File: config.mk
export PLATFORM = sky130hd
export DESIGN_NAME = mmio_fifo_ctrl
export DESIGN_NICKNAME = d
export VERILOG_FILES = /design/src/rtl/mmio_fifo_pkg.sv /design/src/rtl/mmio_fifo_mem.sv /design/src/rtl/mmio_fifo_ctrl.sv
export SDC_FILE = /design/constraint.sdc
export NUM_CORES = 1
export LEC_CHECK = 0
export BUFFER_PORTS_ARGS = -buffer_cell sky130_fd_sc_hd__buf_2
export CORE_ASPECT_RATIO = 1.4
export CORE_MARGIN = 2
export CORE_UTILIZATION = 60
export CTS_CLUSTER_SIZE = 10
export DETAILED_ROUTE_END_ITERATION = 8
export GPL_TIMING_DRIVEN = 0
export PLACE_DENSITY = 0.79
export SYNTH_ARGS = -nofsm -noshare
export SYNTH_HDL_FRONTEND = slang
export SYNTH_SLANG_ARGS = --single-unit
File: constraint.sdc
create_clock -name clk -period 18.26 [get_ports clk]
set_input_delay 0 -clock clk [delete_from_list [all_inputs] [get_ports clk]]
set_output_delay 0 -clock clk [all_outputs]
set_load 0.01 [all_outputs]
File: src/rtl/mmio_fifo_pkg.sv
// Shared definitions for the MMIO FIFO controller.
//   - Register offsets (MMIO word offsets from BASE_ADDR)
//   - STATUS bit positions and CTRL bit positions
//   - Read-response record type
package mmio_fifo_pkg;

  localparam int TID_W  = 9;
  localparam int DATA_W = 64;

  // Word offsets inside the four-register window
  localparam logic [15:0] OFF_DATA   = 16'h0000;
  localparam logic [15:0] OFF_STATUS = 16'h0002;
  localparam logic [15:0] OFF_CTRL   = 16'h0004;
  localparam logic [15:0] OFF_THRESH = 16'h0006;

  // STATUS layout (count occupies the low CW bits)
  localparam int ST_EMPTY     = 16;
  localparam int ST_FULL      = 17;
  localparam int ST_AFULL     = 18;
  localparam int ST_OVERFLOW  = 19;
  localparam int ST_UNDERFLOW = 20;

  // CTRL bits
  localparam int CTRL_FLUSH     = 0;
  localparam int CTRL_CLR_STICKY = 1;

  typedef struct packed {
    logic              valid;
    logic [TID_W-1:0]  tid;
    logic [DATA_W-1:0] data;
  } t_mmio_rsp;

endpackage

File: src/rtl/mmio_fifo_mem.sv
// DEPTH x 64 storage for the MMIO FIFO.
//   clk      clock
//   wr_en    write strobe, wr_addr/wr_data written on the rising edge
//   rd_en    read strobe; rd_data is registered (read-before-write), so a
//            pop and a push to the same slot in one cycle returns old data
//   rd_addr  read address, sampled on the rising edge
//   rd_data  data for the address sampled on the previous edge
module mmio_fifo_mem
  import mmio_fifo_pkg::*;
#(
  parameter int DEPTH = 8,
  parameter int AW    = $clog2(DEPTH)
) (
  input  logic              clk,
  input  logic              wr_en,
  input  logic [AW-1:0]     wr_addr,
  input  logic [DATA_W-1:0] wr_data,
  input  logic              rd_en,
  input  logic [AW-1:0]     rd_addr,
  output logic [DATA_W-1:0] rd_data
);

  logic [DATA_W-1:0] mem [DEPTH];

  // NOTE: the array has no reset; its contents are only observable after a
  // push, and a reset term would prevent mapping onto RAM primitives.
  always_ff @(posedge clk) begin
    if (wr_en) mem[wr_addr] <= wr_data;
    if (rd_en) rd_data <= mem[rd_addr];
  end

endmodule

File: src/rtl/mmio_fifo_ctrl.sv
// MMIO-mapped FIFO controller.
// Decodes MMIO reads/writes in a four-register window at BASE_ADDR
// (DATA, STATUS, CTRL, THRESH) and drives a circular 64-bit buffer.
//   clk, rst        clock, asynchronous active-high reset
//   mmio_wr_valid   write strobe
//   mmio_rd_valid   read strobe
//   mmio_addr       MMIO word address
//   mmio_tid        read TID, echoed in the response
//   mmio_wdata      write data
//   rsp_valid       one-cycle response strobe, only for window hits
//   rsp_tid         echoed TID
//   rsp_data        response data
//   almost_full     registered count >= thresh
module mmio_fifo_ctrl
  import mmio_fifo_pkg::*;
#(
  parameter int          DEPTH     = 8,
  parameter logic [15:0] BASE_ADDR = 16'h0020
) (
  input  logic              clk,
  input  logic              rst,
  input  logic              mmio_wr_valid,
  input  logic              mmio_rd_valid,
  input  logic [15:0]       mmio_addr,
  input  logic [TID_W-1:0]  mmio_tid,
  input  logic [DATA_W-1:0] mmio_wdata,
  output logic              rsp_valid,
  output logic [TID_W-1:0]  rsp_tid,
  output logic [DATA_W-1:0] rsp_data,
  output logic              almost_full
);

  localparam int PW = $clog2(DEPTH);
  localparam int CW = PW + 1;

  logic [15:0]       off;
  logic              sel_data, sel_status, sel_ctrl, sel_thresh, rd_hit;
  logic [PW-1:0]     rd_ptr, wr_ptr;
  logic [CW-1:0]     count, thresh;
  logic              overflow, underflow, af_q;
  logic              empty, full;
  logic              pop_req, push_req, pop_ok, push_ok;
  logic              ovf_set, udf_set, flush, clr_sticky;
  logic [DATA_W-1:0] reg_rdata, mem_rdata;
  t_mmio_rsp         rsp_q;
  logic              rsp_from_mem_q;

  // Offset wraps for addresses below BASE_ADDR, so they fall outside the window.
  assign off        = mmio_addr - BASE_ADDR;
  assign sel_data   = (off == OFF_DATA);
  assign sel_status = (off == OFF_STATUS);
  assign sel_ctrl   = (off == OFF_CTRL);
  assign sel_thresh = (off == OFF_THRESH);
  assign rd_hit     = mmio_rd_valid && (sel_data || sel_status || sel_ctrl || sel_thresh);

  assign empty = (count == '0);
  assign full  = (count == CW'(DEPTH));

  // Pop is judged on pre-cycle state; a pop on a full FIFO frees the slot
  // that a same-cycle push then fills.
  assign pop_req    = mmio_rd_valid && sel_data;
  assign push_req   = mmio_wr_valid && sel_data;
  assign pop_ok     = pop_req && !empty;
  assign udf_set    = pop_req && empty;
  assign push_ok    = push_req && (!full || pop_ok);
  assign ovf_set    = push_req && !push_ok;
  assign flush      = mmio_wr_valid && sel_ctrl && mmio_wdata[CTRL_FLUSH];
  assign clr_sticky = mmio_wr_valid && sel_ctrl && mmio_wdata[CTRL_CLR_STICKY];

  // NOTE: every output of a combinational block gets a default first so no
  // path leaves it unassigned, which would infer a latch.
  always_comb begin
    reg_rdata = '0;
    if (sel_status) begin
      reg_rdata[CW-1:0]        = count;
      reg_rdata[ST_EMPTY]      = empty;
      reg_rdata[ST_FULL]       = full;
      reg_rdata[ST_AFULL]      = af_q;
      reg_rdata[ST_OVERFLOW]   = overflow;
      reg_rdata[ST_UNDERFLOW]  = underflow;
    end else if (sel_thresh) begin
      reg_rdata[CW-1:0] = thresh;
    end
  end

  mmio_fifo_mem #(.DEPTH(DEPTH), .AW(PW)) u_mem (
    .clk     (clk),
    .wr_en   (push_ok),
    .wr_addr (wr_ptr),
    .wr_data (mmio_wdata),
    .rd_en   (pop_ok),
    .rd_addr (rd_ptr),
    .rd_data (mem_rdata)
  );

  // NOTE: sequential state uses non-blocking assignments so every register
  // sees the pre-edge values of the others, independent of statement order.
  always_ff @(posedge clk or posedge rst) begin
    if (rst) begin
      rd_ptr    <= '0;
      wr_ptr    <= '0;
      count     <= '0;
      thresh    <= CW'(DEPTH);
      overflow  <= 1'b0;
      underflow <= 1'b0;
      af_q      <= 1'b0;
    end else begin
      if (flush) begin
        // Stored data is left in place; only the bookkeeping is cleared.
        rd_ptr <= '0;
        wr_ptr <= '0;
        count  <= '0;
      end else begin
        if (pop_ok)  rd_ptr <= rd_ptr + PW'(1);
        if (push_ok) wr_ptr <= wr_ptr + PW'(1);
        count <= count + CW'(push_ok) - CW'(pop_ok);
      end
      if (mmio_wr_valid && sel_thresh) thresh <= mmio_wdata[CW-1:0];
      // Clear first so a same-cycle set wins.
      if (clr_sticky) begin
        overflow  <= 1'b0;
        underflow <= 1'b0;
      end
      if (ovf_set) overflow  <= 1'b1;
      if (udf_set) underflow <= 1'b1;
      af_q <= (count >= thresh);
    end
  end

  always_ff @(posedge clk or posedge rst) begin
    if (rst) begin
      rsp_q          <= '0;
      rsp_from_mem_q <= 1'b0;
    end else begin
      rsp_q.valid    <= rd_hit;
      rsp_from_mem_q <= pop_ok;
      if (rd_hit) begin
        rsp_q.tid  <= mmio_tid;
        rsp_q.data <= reg_rdata;   // zero for DATA pops; replaced by memory data when the pop succeeded
      end
    end
  end

  assign rsp_valid   = rsp_q.valid;
  assign rsp_tid     = rsp_q.tid;
  assign rsp_data    = rsp_from_mem_q ? mem_rdata : rsp_q.data;
  assign almost_full = af_q;

endmodule

After elaboration in Yosys (flattened, before gate mapping)
Memory sizes are Yosys's and may differ from the RTL's. A register that Yosys moved wholly into a read port is not among the register bits. Cells that the tools add are included.

Output and inout port bits: 75. Register bits: 37. Bits in writable memories: 512. Bits of input ports: 93. Word-level logic and storage cells: 60. Memories: 1.

Multiplexer cells: 14. Reductions and logical operators: 24. Eq/ne operators: 4. Add/sub/neg operators: 5. Magnitude comparators: 1.

Memories: u_mem.mem (depth 8, bits a word 64, rd ports 1, clocked after memory_dff 1, write ports 1, RTL line mmio_fifo_mem.sv:23) `logic [DATA_W-1:0] mem [DEPTH];`.

Operator list (number): two-way mux 64 bit (1); equality test 16 x 3 -> 1 bit, second input constant (2); equality test 16 x 2 -> 1 bit, second input constant (1); logical NOT 16 bit (1); subtractor 16 x 6 -> 16 bit, second input constant (1); two-way mux 3 bit (4); two-way mux 4 bit (3); logical AND 1 bit (11); nonzero test 2 bit (4); adder 3 x 1 -> 3 bit, second input constant (2); two-way mux 1 bit (5); two-way mux 5 bit (1); adder 4 x 1 -> 4 bit (1); equality test 4 bit, second input constant (1); >= comparator 4 bit (1); logical NOT 4 bit (1); logical OR 1 bit (4); subtractor 4 x 1 -> 4 bit (1); logical NOT 1 bit (3).

Depth between registers and ports, before layout
Gate-level depths: netlist of the first run.

Word-level depth: 9. Depth in mapped cells: 13. Mapped depth without buffers: 12.

By module
A second synthesis of the first run with hierarchy kept.

Cell total of the unflattened synthesis: 1103. Area total of the unflattened synthesis: 23782.8 µm².

By module, submodules not included: mmio_fifo_mem (sequential area each 17296.6 µm², cells each 816, instances 1, area an instance 21187.8 µm²); mmio_fifo_ctrl (sequential area each 927.1 µm², cells each 287, instances 1, area an instance 2595.0 µm²).

Worst setup path before layout of the first run
Ideal clock, no wire load.

Path kind: reg2reg. Start point: reg count[2]. End point: mem u_mem.mem[0][0], enable pin. Stages on the path, launching flop included: 7. Period minus slack after synthesis: 8106 ps. Slack: 10154 ps. Required time: 17616 ps. Path buffers: 0. Arrival time: 7462 ps. Setup time: 644 ps. Path through: dfrtp_1 inv_1 ha_1 or2b_2 a21boi_2 nand3_4 nor4_1.

Cells in the longest elaborated chain, start to end: 7. Elaborated cells on any way between the ends: 9. Those cells by class: eq/ne (1); mux (2); reduce/logical (6).

Ends and longest elaborated chain: start, declared (RTL line mmio_fifo_ctrl.sv:39) `logic [CW-1:0] count, thresh;`; start signal, assigned (RTL line mmio_fifo_ctrl.sv:116) `count <= count + CW'(push_ok) - CW'(pop_ok);`; logical NOT 4 bit (RTL line mmio_fifo_ctrl.sv:56) `assign empty = (count == '0);`; logical NOT 1 bit (RTL line mmio_fifo_ctrl.sv:63) `assign pop_ok = pop_req && !empty;`; logical AND 1 bit (RTL line mmio_fifo_ctrl.sv:63); logical OR 1 bit (*) (RTL line mmio_fifo_ctrl.sv:65) `assign push_ok = push_req && (!full || pop_ok);`; logical AND 1 bit (*) (RTL line mmio_fifo_ctrl.sv:65); two-way mux 1 bit (*) (RTL line mmio_fifo_mem.sv:28) `if (wr_en) mem[wr_addr] <= wr_data;`; two-way mux 1 bit (implied by the code) (*) (RTL line mmio_fifo_mem.sv:28); end, declared (RTL line mmio_fifo_mem.sv:23).

Every way passes the cells marked *; elsewhere a longest branch is shown, timed or not.

Worst setup path after layout of the first run
Start point: reg count[2]. End point: mem u_mem.mem[0][46], enable pin.

The elaborated chain is that of the path after synthesis.

==> results of run 1 <==
## logic make-up (layout without fill, tap and decap cells)
| kind of cell | count (synthesis) | in the layout | synth area share [%] |
|---|---|---|---|
| flops | 613 | 613 | 76.5 |
| xor+xnor | 2 | 2 | 0.0735 |
| compound gates | 26 | 26 | 0.761 |
| other cells | 0 | 2 | 0 |
| mux | 227 | 227 | 17.0 |
| simple gates | 127 | 127 | 3.46 |
| buf+inv | 80 | 497 | 1.55 |
| fa+ha+maj | 13 | 13 | 0.714 |
## routing by layer
| layer | global-route usage [%] | vias up | wire length [um] |
|---|---|---|---|
| li1 | - | 5195 | - |
| met1 | 34.7 | 6461 | 19800 |
| met2 | 43.5 | 688 | 27400 |
| met3 | 4.74 | 140 | 4040 |
| met4 | 11.9 | 0 | 2160 |
| met5 | 0 | - | 0 |
## critical path: stages (launching register included)
cell      delay (ns)
dfrtp_1         0.37
inv_1           0.10
ha_1            0.21
or2b_2          0.31
a21boi_2        0.39
nand3_4         0.17
nor4_2          0.53
buf_4           0.27
buf_4           0.20
buf_4           0.24
buf_4           0.22
buf_4           0.20
## state kept, by name, indices dropped and copies added (netlist names)
| name | count |
|---|---|
| u_mem.mem | 512 |
| u_mem.rd_data | 64 |
| rsp_q | 9 |
| rsp_tid | 9 |
| count | 4 |
| thresh | 4 |
| rd_ptr | 3 |
| wr_ptr | 3 |
| almost_full | 1 |
| overflow | 1 |
| rsp_from_mem_q | 1 |
| rsp_valid | 1 |
| underflow | 1 |
## metrics by stage
stage | instance area [um^2] | setup WS [ns] | util [%] | std cells
2_1_floorplan | 23800 | 10.15 | - | 1088
3_5_place_dp | 26100 | 14.70 | 66.4 | 1846
5_1_grt | 29000 | 14.51 | 73.7 | 2035
6_report | 29000 | 14.72 | 73.7 | 2035
4_1_cts | 29000 | 14.72 | 73.7 | 2033
3_3_place_gp | 25300 | 4.00 | 64.5 | 1783
## layout make-up
cell class | count | area [um^2]
flip-flops and latches | 613 | 18200
fillers | 2121 | 10300
multi-input cells | 395 | 5290
repair buffers | 319 | 2420
clock buffers | 94 | 1950
well taps | 528 | 661
plain buffers | 58 | 287
inverters | 22 | 85.1
clock inverters | 4 | 35.0
diodes | 2 | 5.00
## worst max path at each step
stage | startpoint | endpoint | cells after the start
detailed placement | mmio_addr[5] | u_mem.mem[1][46] | 13
global route | count[2] | u_mem.mem[0][46] | 11
floorplan | count[2] | u_mem.mem[0][0] | 6
finish | count[2] | u_mem.mem[0][46] | 11
CTS | count[2] | u_mem.mem[0][46] | 11
global placement | count[2] | u_mem.mem[2][47] | 6
## power by group
| group | total [uW] | switching, uW | internal, uW |
|---|---|---|---|
| Sequential | 1540 | 1.79 | 1540 |
| Combinational | 54.1 | 29.6 | 24.5 |
| Clock | 1250 | 511 | 737 |
| Total | 2840 | 542 | 2300 |
## what timing repair did
item | 4_1_cts | 5_1_grt
hold endpoints to repair | 587 | 0
hold buffers | 89 | 0
endpoints found under the setup margin | 0 | 0
## cells in the final DEF (no fill, tap or decap), types with 3 or more instances in the layout
cell type,instances
a21oi_1,6
a31oi_1,3
and2_1,57
buf_1,7
buf_2,180
buf_4,32
buf_6,34
buf_8,5
clkbuf_1,45
clkbuf_16,75
dfrtp_1,36
dlygate4sd3_1,89
edfxtp_1,576
ha_1,12
inv_1,20
inv_6,3
mux2_2,74
mux2_4,16
mux2i_1,9
mux4_2,128
nand2_1,11
nand2b_1,4
nand3_1,8
nand4_1,4
nor2_1,7
nor2b_1,8
nor3_2,3
nor4_2,3
o21ai_0,6
o2bb2ai_1,3
==> flow_metrics.tcl, run 1 <==
set metrics [dict create \
    route.vias.total 12500 \
    synth.largest_area_cell "edfxtp_1" \
    viasPerCell 6.13 \
    reg_to_reg_critical_path_endpoint "u_mem.mem[0][46]" \
    grt_start_max_net_pins 38 \
    worst_ir_drop_vdd_mv 0.0744 \
    timing_worst_setup_path_type "reg2reg" \
    critical_path.endpoint_type "flip-flop" \
    grt-ovfl-total 0 \
    global_route_wire_length_before_repair_mm 78.6 \
    r2r-start "count[2]" \
    chipWidth_um 172 \
    timing.final.hold_violations 0 \
    finalNetCount 1586 \
    buffer_ports.inserted 167 \
    drt_wl_total_mm 53.4 \
    cts_root_buffer "clkbuf_16" \
    synth_top_area_share_pct 72.6 \
    critPathLaunchType "flip-flop" \
    die_area_mm2 0.0414 \
    clock_insertion_delay_worst_skew_ns 0.58 \
    clk_transition_reported_paths_ns 0.05 \
    synth_fp_nets 1194 \
    worst_clock_skew_ns 0.0227 \
    die-height_um 240 \
    r2r_setup_slack_ns 14.72 \
    drv_cap 0 \
    yosys_warnings 0 \
    place.detailed.hpwl_mm 32.4 \
    netlist_instances 1088 \
    min_from "mmio_addr[1]" \
    post_cts_buffers 0 \
    initial_core_util_pct 60.7 \
    cts.htree.levels 3 \
    detailedRoute.firstIterationViolations 1233 \
    worst_slew_margin_rel_pct 17.2 \
    worst_pin_slew_ns 1.24 \
    hold_depth 4 \
    aggregate_global_route_resource_usage_pct 26.4 \
    fmaxAchievable_mhz 283 \
    fin_crit_sh_pct 19.4 \
    cts_tree "done" \
    ys_dominant_reg_cell "edfxtp_1" \
    cellPowerDensity_mw_per_mm2 98.1 \
    final.min_clock_period_ns 3.54 \
    final_layout_size_suffix_gt1_share_pct 38.3 \
    worstPathMaxFanout 7 \
    area_growth_syn_to_layout_pct 21.5 \
    synth_common_cells "edfxtp_1, mux4_2, mux2_2" \
    outcome "finished, final reports clean" \
    postSynthRegisterBits 613 \
    numCtsBuffers 71 \
    cp.required_ns 18.54 \
    totalPowerFinal_uw 2840 \
    dr.pass1.iters 7 \
    yosysUniqueCellTypes 54 \
    synth_area_per_cell_um2 21.9 \
    ys_seq_area_share_pct 76.5 \
    drcViolationCount 0 \
    tritoncts_num_sinks 613 \
    final.hold.worst_slack_ns 0.0825 \
    fp.coreArea_mm2 0.0393 \
    route.antenna.remaining_nets 0 \
    worst_hold_path.endpoint "underflow" \
    number_of_global_route_vias_before_repair 13000 \
    maxSlewViolCount 0 \
    holdCritPathClass "in2reg" \
    synth.top_cells.by_area "edfxtp_1, mux4_2, dfrtp_1, mux2_2, and2_1" \
    cts_buffer_depth 3 \
    yosys.cell_count.top_type "edfxtp_1" \
    proportion_of_register_bits_with_asynchronous_set_or_reset_after_synthesis_pct 6.04 \
    synth_edf_count 576 \
    setup_viol 0 \
    worst_ep_arrival_time_ns 3.82 \
    p_leak_uw 0.0102 \
    synth_area_mm2 0.0238 \
    row_count 86 \
    rsz_0062_raised_after_global_routing "no" \
    antenna_found_initial 2 \
    io-pin-count 168 \
    totalNegativeSetupSlack_ns 0 \
    reg2reg_depth 11 \
    cts.repair.resized 0 \
    gp_routability_congestion 0.798 \
    route.detailed.wl_per_inst_um 26.2 \
]
Power figures use the tool's default switching activity.
==> inputs of run 2 (changes only) <==
CORE_UTILIZATION = 54   (was 60)
PLACE_DENSITY = 0.75   (was 0.79)
clock period = 3.1 ns   (was 18.26 ns; I/O delays follow)
==> run 2 against run 1 <==
Against the previous run: die area grew 11%; first-iteration DRC count shrank 27%; count of clock-buffer cells in the layout shrank 4; final cell count grew 0.74%; routed wire length shrank 5.5%; design area grew 0.81%; maximum frequency grew 23%; sequential share of layout area shrank 0.51 points; sequential power grew to 5.9 times the previous value; sequential cell count is the same.
==> flow_metrics.tcl, run 2 (synthesized netlist as in run 1, its figures left out) <==
set metrics [dict create \
    outcome "finished, final reports clean" \
    worst_ep_arrival_time_ns 3.15 \
    global_route_wire_length_before_repair_mm 76.7 \
    worst_ir_drop_vdd_mv 0.341 \
    holdCritPathClass "in2reg" \
    power.sequential.fraction_pct 54.4 \
    worstPathMaxFanout 19 \
    initial_core_util_pct 54.4 \
    critical_path.endpoint_type "flip-flop" \
    cts.htree.levels 3 \
    drcViolationCount 0 \
    antenna_found_initial 4 \
    die-height_um 253 \
    final.min_clock_period_ns 2.87 \
    grt-ovfl-total 0 \
    p_leak_uw 0.0103 \
    cts_tree "done" \
    fillerInstances 2689 \
    rsz_0062_raised_after_global_routing "no" \
    share_comb_of_total_power_pct 1.9 \
    grt_start_max_net_pins 42 \
    finalNetCount 1571 \
    detailedRoute.firstIterationViolations 894 \
    tritoncts_num_sinks 613 \
    buffer_ports.inserted 167 \
    p_switching_uw 3200 \
    multiInputGateArea_mm2 0.00536 \
    layout.cells.most_common "edfxtp_1" \
    clock_power_share_pct 43.7 \
    largest_registers "u_mem.mem x512, u_mem.rd_data x64" \
    final.hold.worst_slack_ns 0.0645 \
    route.antenna.remaining_nets 0 \
    worst_slew_margin_rel_pct 23.8 \
    timing_worst_setup_path_type "reg2reg" \
    number_of_global_route_vias_before_repair 12800 \
    regArea_mm2 0.0182 \
    fmaxAchievable_mhz 348 \
    final_layout_size_suffix_gt1_share_pct 38.1 \
    route.detailed.wl_per_inst_um 24.6 \
    route.vias.total 11900 \
    p_int_uw 13500 \
    dr.pass1.iters 5 \
    cts.repair.resized 0 \
    die_area_mm2 0.0459 \
    highest_count_cells_in_the_layout_ignoring_fill_and_taps "edfxtp_1, buf_2, mux4_2, dlygate4sd3_1, mux2_2" \
    io-pin-count 168 \
    row_count 91 \
    area_growth_syn_to_layout_pct 22.5 \
    timing.final.hold_violations 0 \
    totalNegativeSetupSlack_ns 0 \
    worst_clock_skew_ns 0.0241 \
    cts_buffer_depth 3 \
    drv_cap 0 \
    gp_routability_congestion 0.759 \
    dp_cell_count 1856 \
    setup_viol 0 \
    cp.required_ns 3.38 \
    viasPerCell 5.82 \
    clock_insertion_delay_worst_skew_ns 0.59 \
    totalPowerFinal_uw 16700 \
    fin_crit_sh_pct 92.7 \
    largest_register_ffs 512 \
    numCtsBuffers 71 \
    maxSlewViolCount 0 \
    place.detailed.hpwl_mm 31.5 \
    drt_wl_total_mm 50.4 \
    layoutNonFillerInstCount 2050 \
    chipWidth_um 182 \
    cts_root_buffer "clkbuf_16" \
    worst_pin_slew_ns 1.14 \
    clk_transition_reported_paths_ns 0.05 \
    fp.coreArea_mm2 0.0438 \
    cellPowerDensity_mw_per_mm2 571 \
    biggest_register "u_mem.mem" \
    aggregate_global_route_resource_usage_pct 22.6 \
    critPathLaunchType "flip-flop" \
    power.switching_fraction_pct 19.2 \
]
## run 2: changes by cell type in the layout (fill, tap and decap cells not counted), moves of 11 or more
cell and change:
buf_16 +11, buf_4 -17, buf_6 -25, buf_8 +17
## run 2: metrics by stage
step / setup WS [ns] / utilization [%] / area (um^2)
after global placement: -2.91 / 58.1 / 25500
after global routing: 0.0687 / 66.6 / 29200
after detailed placement: -0.325 / 59.9 / 26300
after CTS: 0.0657 / 66.6 / 29200
after floorplan: -0.733 / - / 23900
final: 0.225 / 66.6 / 29200
## run 2: power groups by stage
stage / Sequential (uW) / Combinational, uW / Clock [uW]
final: 9060 / 324 / 7270
after global routing: 9060 / 356 / 7730
after CTS: 9060 / 323 / 7410
after detailed placement: 9230 / 239 / 0
after global placement: 9230 / 220 / 0
after floorplan: 9230 / 71.9 / 0
## run 2: worst paths after layout
check                        startpoint                to  slack, ns  depth (start not counted)
min in group asynchronous           rst          rsp_q[0]       0.12                          3
max in group asynchronous           rst        rsp_tid[0]       2.43                          3
max reg2reg                    count[2]  u_mem.mem[7][57]       0.23                          8
max                            count[2]  u_mem.mem[7][57]       0.23                          8
min reg2reg                   underflow         underflow       0.50                          1
min                        mmio_addr[1]         underflow       0.06                          4
## run 2: area by class of cell
| class | instances | share of cell area (%) |
|---|---|---|
| Antenna cell | 3 | 0.0257 |
| Buffer | 58 | 0.982 |
| Clock inverter | 7 | 0.313 |
| Clock buffer | 90 | 6.48 |
| Multi-Input combinational cell | 395 | 18.4 |
| Timing Repair Buffer | 304 | 8.74 |
| Tap cell | 558 | 2.39 |
| Sequential cell | 613 | 62.4 |
| Inverter | 22 | 0.291 |
## run 2: per-layer routing
metal | global-route usage [%] | vias up | share of wire, %
li1 | - | 5166 | -
met1 | 29.8 | 6195 | 40
met2 | 38.2 | 476 | 51
met3 | 3.96 | 93 | 6.2
met4 | 8.41 | 2 | 2.5
met5 | 0 | - | 0.024
## run 2: repair_timing
item | 4_1_cts | 5_1_grt
hold buffers | 89 | 0
setup endpoints to repair | 32 | 22
pin swaps | 2 | 1
buffers inserted | 4 | 1
cloned | 0 | 0
endpoints found under the hold margin | 587 | 0
## run 2: worst max-delay path: stages (launching register included)
cell,delay [ns]
dfrtp_1,0.40
inv_2,0.07
ha_2,0.19
or2b_4,0.26
a21boi_4,0.28
nand4_4,0.23
nor2_4,0.65
buf_16,0.24
buf_12,0.20
==> inputs of run 3 (changes only) <==
CORE_UTILIZATION = 35   (was 54)
PLACE_DENSITY = 0.53   (was 0.75)
RECOVER_POWER = 100   (was default)
REMOVE_ABC_BUFFERS = 1   (was default)
==> run 3 against run 2 <==
Against the previous run: the flow now finishes with violations (capacitance limit); critical path depth increased by 2; core utilization decreased by 24 points; sequential share of layout area increased by 0.48 points; global-route usage decreased by 7.4 points; worst setup slack got worse by 0.083 ns; largest power group unchanged; via count decreased by 3.1%.
==> flow_metrics.tcl, run 3 (synthesized netlist as in run 1, its figures left out) <==
set metrics [dict create \
    outcome "complete, but fails checks" \
    violations "capacitance limit" \
    area_growth_syn_to_layout_pct 21.6 \
    timing.critical_path.cells "inv_1 -> ha_1 -> or2b_2 -> a21boi_4 -> nand4_4 -> nor3_4 -> buf_8 -> buf_8 -> buf_4 -> buf_4" \
    cts.htree.levels 3 \
    route.detailed.wl_per_inst_um 22.4 \
    p_leak_uw 0.00972 \
    aggregate_global_route_resource_usage_pct 15.2 \
    dr.pass1.iters 5 \
    dp_cell_count 2137 \
    min_from "mmio_addr[7]" \
    fp.coreArea_mm2 0.0676 \
    chipWidth_um 225 \
    numCtsBuffers 72 \
    worst_ir_drop_vdd_mv 0.333 \
    post_dp_cell_area_mm2 0.0265 \
    fmaxAchievable_mhz 338 \
    fillerInstances 5973 \
    die-height_um 313 \
    drt_wl_total_mm 52.2 \
    r2r-start "count[2]" \
    clock_power_share_pct 44.6 \
    final.hold.worst_slack_ns 0.122 \
    cellPowerDensity_mw_per_mm2 583 \
    share_comb_of_total_power_pct 1.8 \
    number_of_global_route_vias_before_repair 12500 \
    die_area_mm2 0.0702 \
    drv_cap 1 \
    place.detailed.hpwl_mm 32.0 \
    setup_viol 0 \
    final_area_mm2 0.0290 \
    antenna_found_initial 2 \
    finalNetCount 1550 \
    largest_register_ffs 512 \
    drcViolationCount 0 \
    route.vias.total 11600 \
    critPathLaunchType "flip-flop" \
    wl_met3_mm 2.02 \
    rsz_0062_raised_after_global_routing "no" \
    met2WireLength_mm 26.1 \
    highest_count_cells_in_the_layout_ignoring_fill_and_taps "edfxtp_1, mux4_2, clkbuf_1, dlygate4sd3_1, clkbuf_16" \
    critical_path.startpoint "count[2]" \
    worstPathMaxFanout 9 \
    final_layout_size_suffix_gt1_share_pct 30.5 \
    critical-path-slowest-cell "dfrtp_1" \
    wl_on_met1_mm 23.0 \
    row_count 113 \
    layoutNonFillerInstCount 2331 \
    highest-signal-layer "met5" \
    global_route_wire_length_before_repair_mm 78.7 \
    fin_crit_sh_pct 95.4 \
    grt-ovfl-total 0 \
    worst_ep_arrival_time_ns 3.25 \
    clk_transition_reported_paths_ns 0.05 \
    worst_clock_skew_ns 0.0122 \
    final.min_clock_period_ns 2.96 \
    layout.cells.most_common "edfxtp_1" \
    grt_start_max_net_pins 49 \
    tritoncts_num_sinks 613 \
    initial_core_util_pct 35.3 \
    worst_pin_slew_ns 1.48 \
    route.antenna.remaining_nets 0 \
    buffer_ports.inserted 167 \
    cts_tree "done" \
    cts_buffer_depth 3 \
    finalWorstSetupSlack_ns 0.142 \
    critical_path.endpoint_type "flip-flop" \
    cts_root_buffer "clkbuf_16" \
    cp.required_ns 3.39 \
    gp_routability_congestion 0.682 \
    timing_worst_setup_path_type "reg2reg" \
    power.switching_fraction_pct 19.3 \
    timing.final.hold_violations 0 \
    p_int_uw 13600 \
    largest_registers "u_mem.mem x512, u_mem.rd_data x64" \
    worst_slew_margin_rel_pct 1.28 \
    detailedPlace.worstSlack_ns -0.435 \
    detailedRoute.firstIterationViolations 904 \
    p_switching_uw 3260 \
    multiInputGateArea_mm2 0.00524 \
    biggest_register "u_mem.mem" \
    viasPerCell 4.96 \
    power.sequential.fraction_pct 53.6 \
    clock_insertion_delay_worst_skew_ns 0.60 \
    maxSlewViolCount 0 \
    regArea_mm2 0.0182 \
    holdCritPathClass "in2reg" \
    worst_path_largest_cell_delay_ns 0.37 \
    io-pin-count 168 \
]
-- run 3: cell count changes in the layout (fill, tap and decap cells not counted), sizes merged --
| cell | change |
|---|---|
| buf | -124 |
| diode | -1 |
| clkbuf | +102 |
| inv | -1 |
| dlygate4sd3 | +1 |
-- run 3: per-layer routing --
layer | vias to the layer above | track usage [%]
met1 | 6128 | 20.2
li1 | 5105 | -
met5 | - | 0
met4 | 4 | 5.46
met2 | 263 | 25.3
met3 | 65 | 2.40
-- run 3: per-stage QoR --
step	total power [uW]	utilization, %	setup TNS, ns
floorplan	9300	-	-1956.62
global placement	9440	37.7	-5383.69
detailed placement	9460	39.2	-27.83
CTS	17200	43.6	0
global route	17500	42.9	0
finish	16900	42.9	0
-- run 3: area by class of cell --
type / count / share of cell area [%]
sequential: 613 / 62.9
multi-input combinational: 395 / 18.1
timing repair buffer: 340 / 8.01
clock buffer: 91 / 6.86
tap: 862 / 3.72
inverter: 22 / 0.285
clock inverter: 6 / 0.121
antenna: 2 / 0.0173
-- run 3: power groups by stage --
stage          Sequential, uW  Combinational, uW  Clock [uW]
2_1_floorplan            9230               65.1           0
3_3_place_gp             9230                219           0
3_5_place_dp             9220                232           0
4_1_cts                  9050                323        7790
5_1_grt                  9050                342        8080
6_report                 9060                303        7530
-- run 3: critical path: cells and delay by family (launching register included) --
family / cells / cell delay (ns)
compound gates: 1 / 0.33
fa+ha+maj: 1 / 0.21
buf+inv: 5 / 0.87
flops: 1 / 0.37
simple gates: 3 / 0.83
-- run 3: path summary, 6_finish.rpt --
path | to | slack [ns] | depth (start not counted)
max in group asynchronous | rd_ptr[2] | 1.64 | 3
max | u_mem.mem[3][34] | 0.14 | 10
max reg2reg | u_mem.mem[3][34] | 0.14 | 10
min | wr_ptr[1] | 0.12 | 6
min in group asynchronous | rsp_tid[5] | 0.39 | 3
min reg2reg | rsp_tid[3] | 0.49 | 1
-- run 3: repair_timing --
item,CTS,global route
buffers inserted,4,1
pin swaps,4,1
resized for setup,4,1
hold buffers,90,0
setup endpoints to repair,169,14
endpoints found under the hold margin,584,0
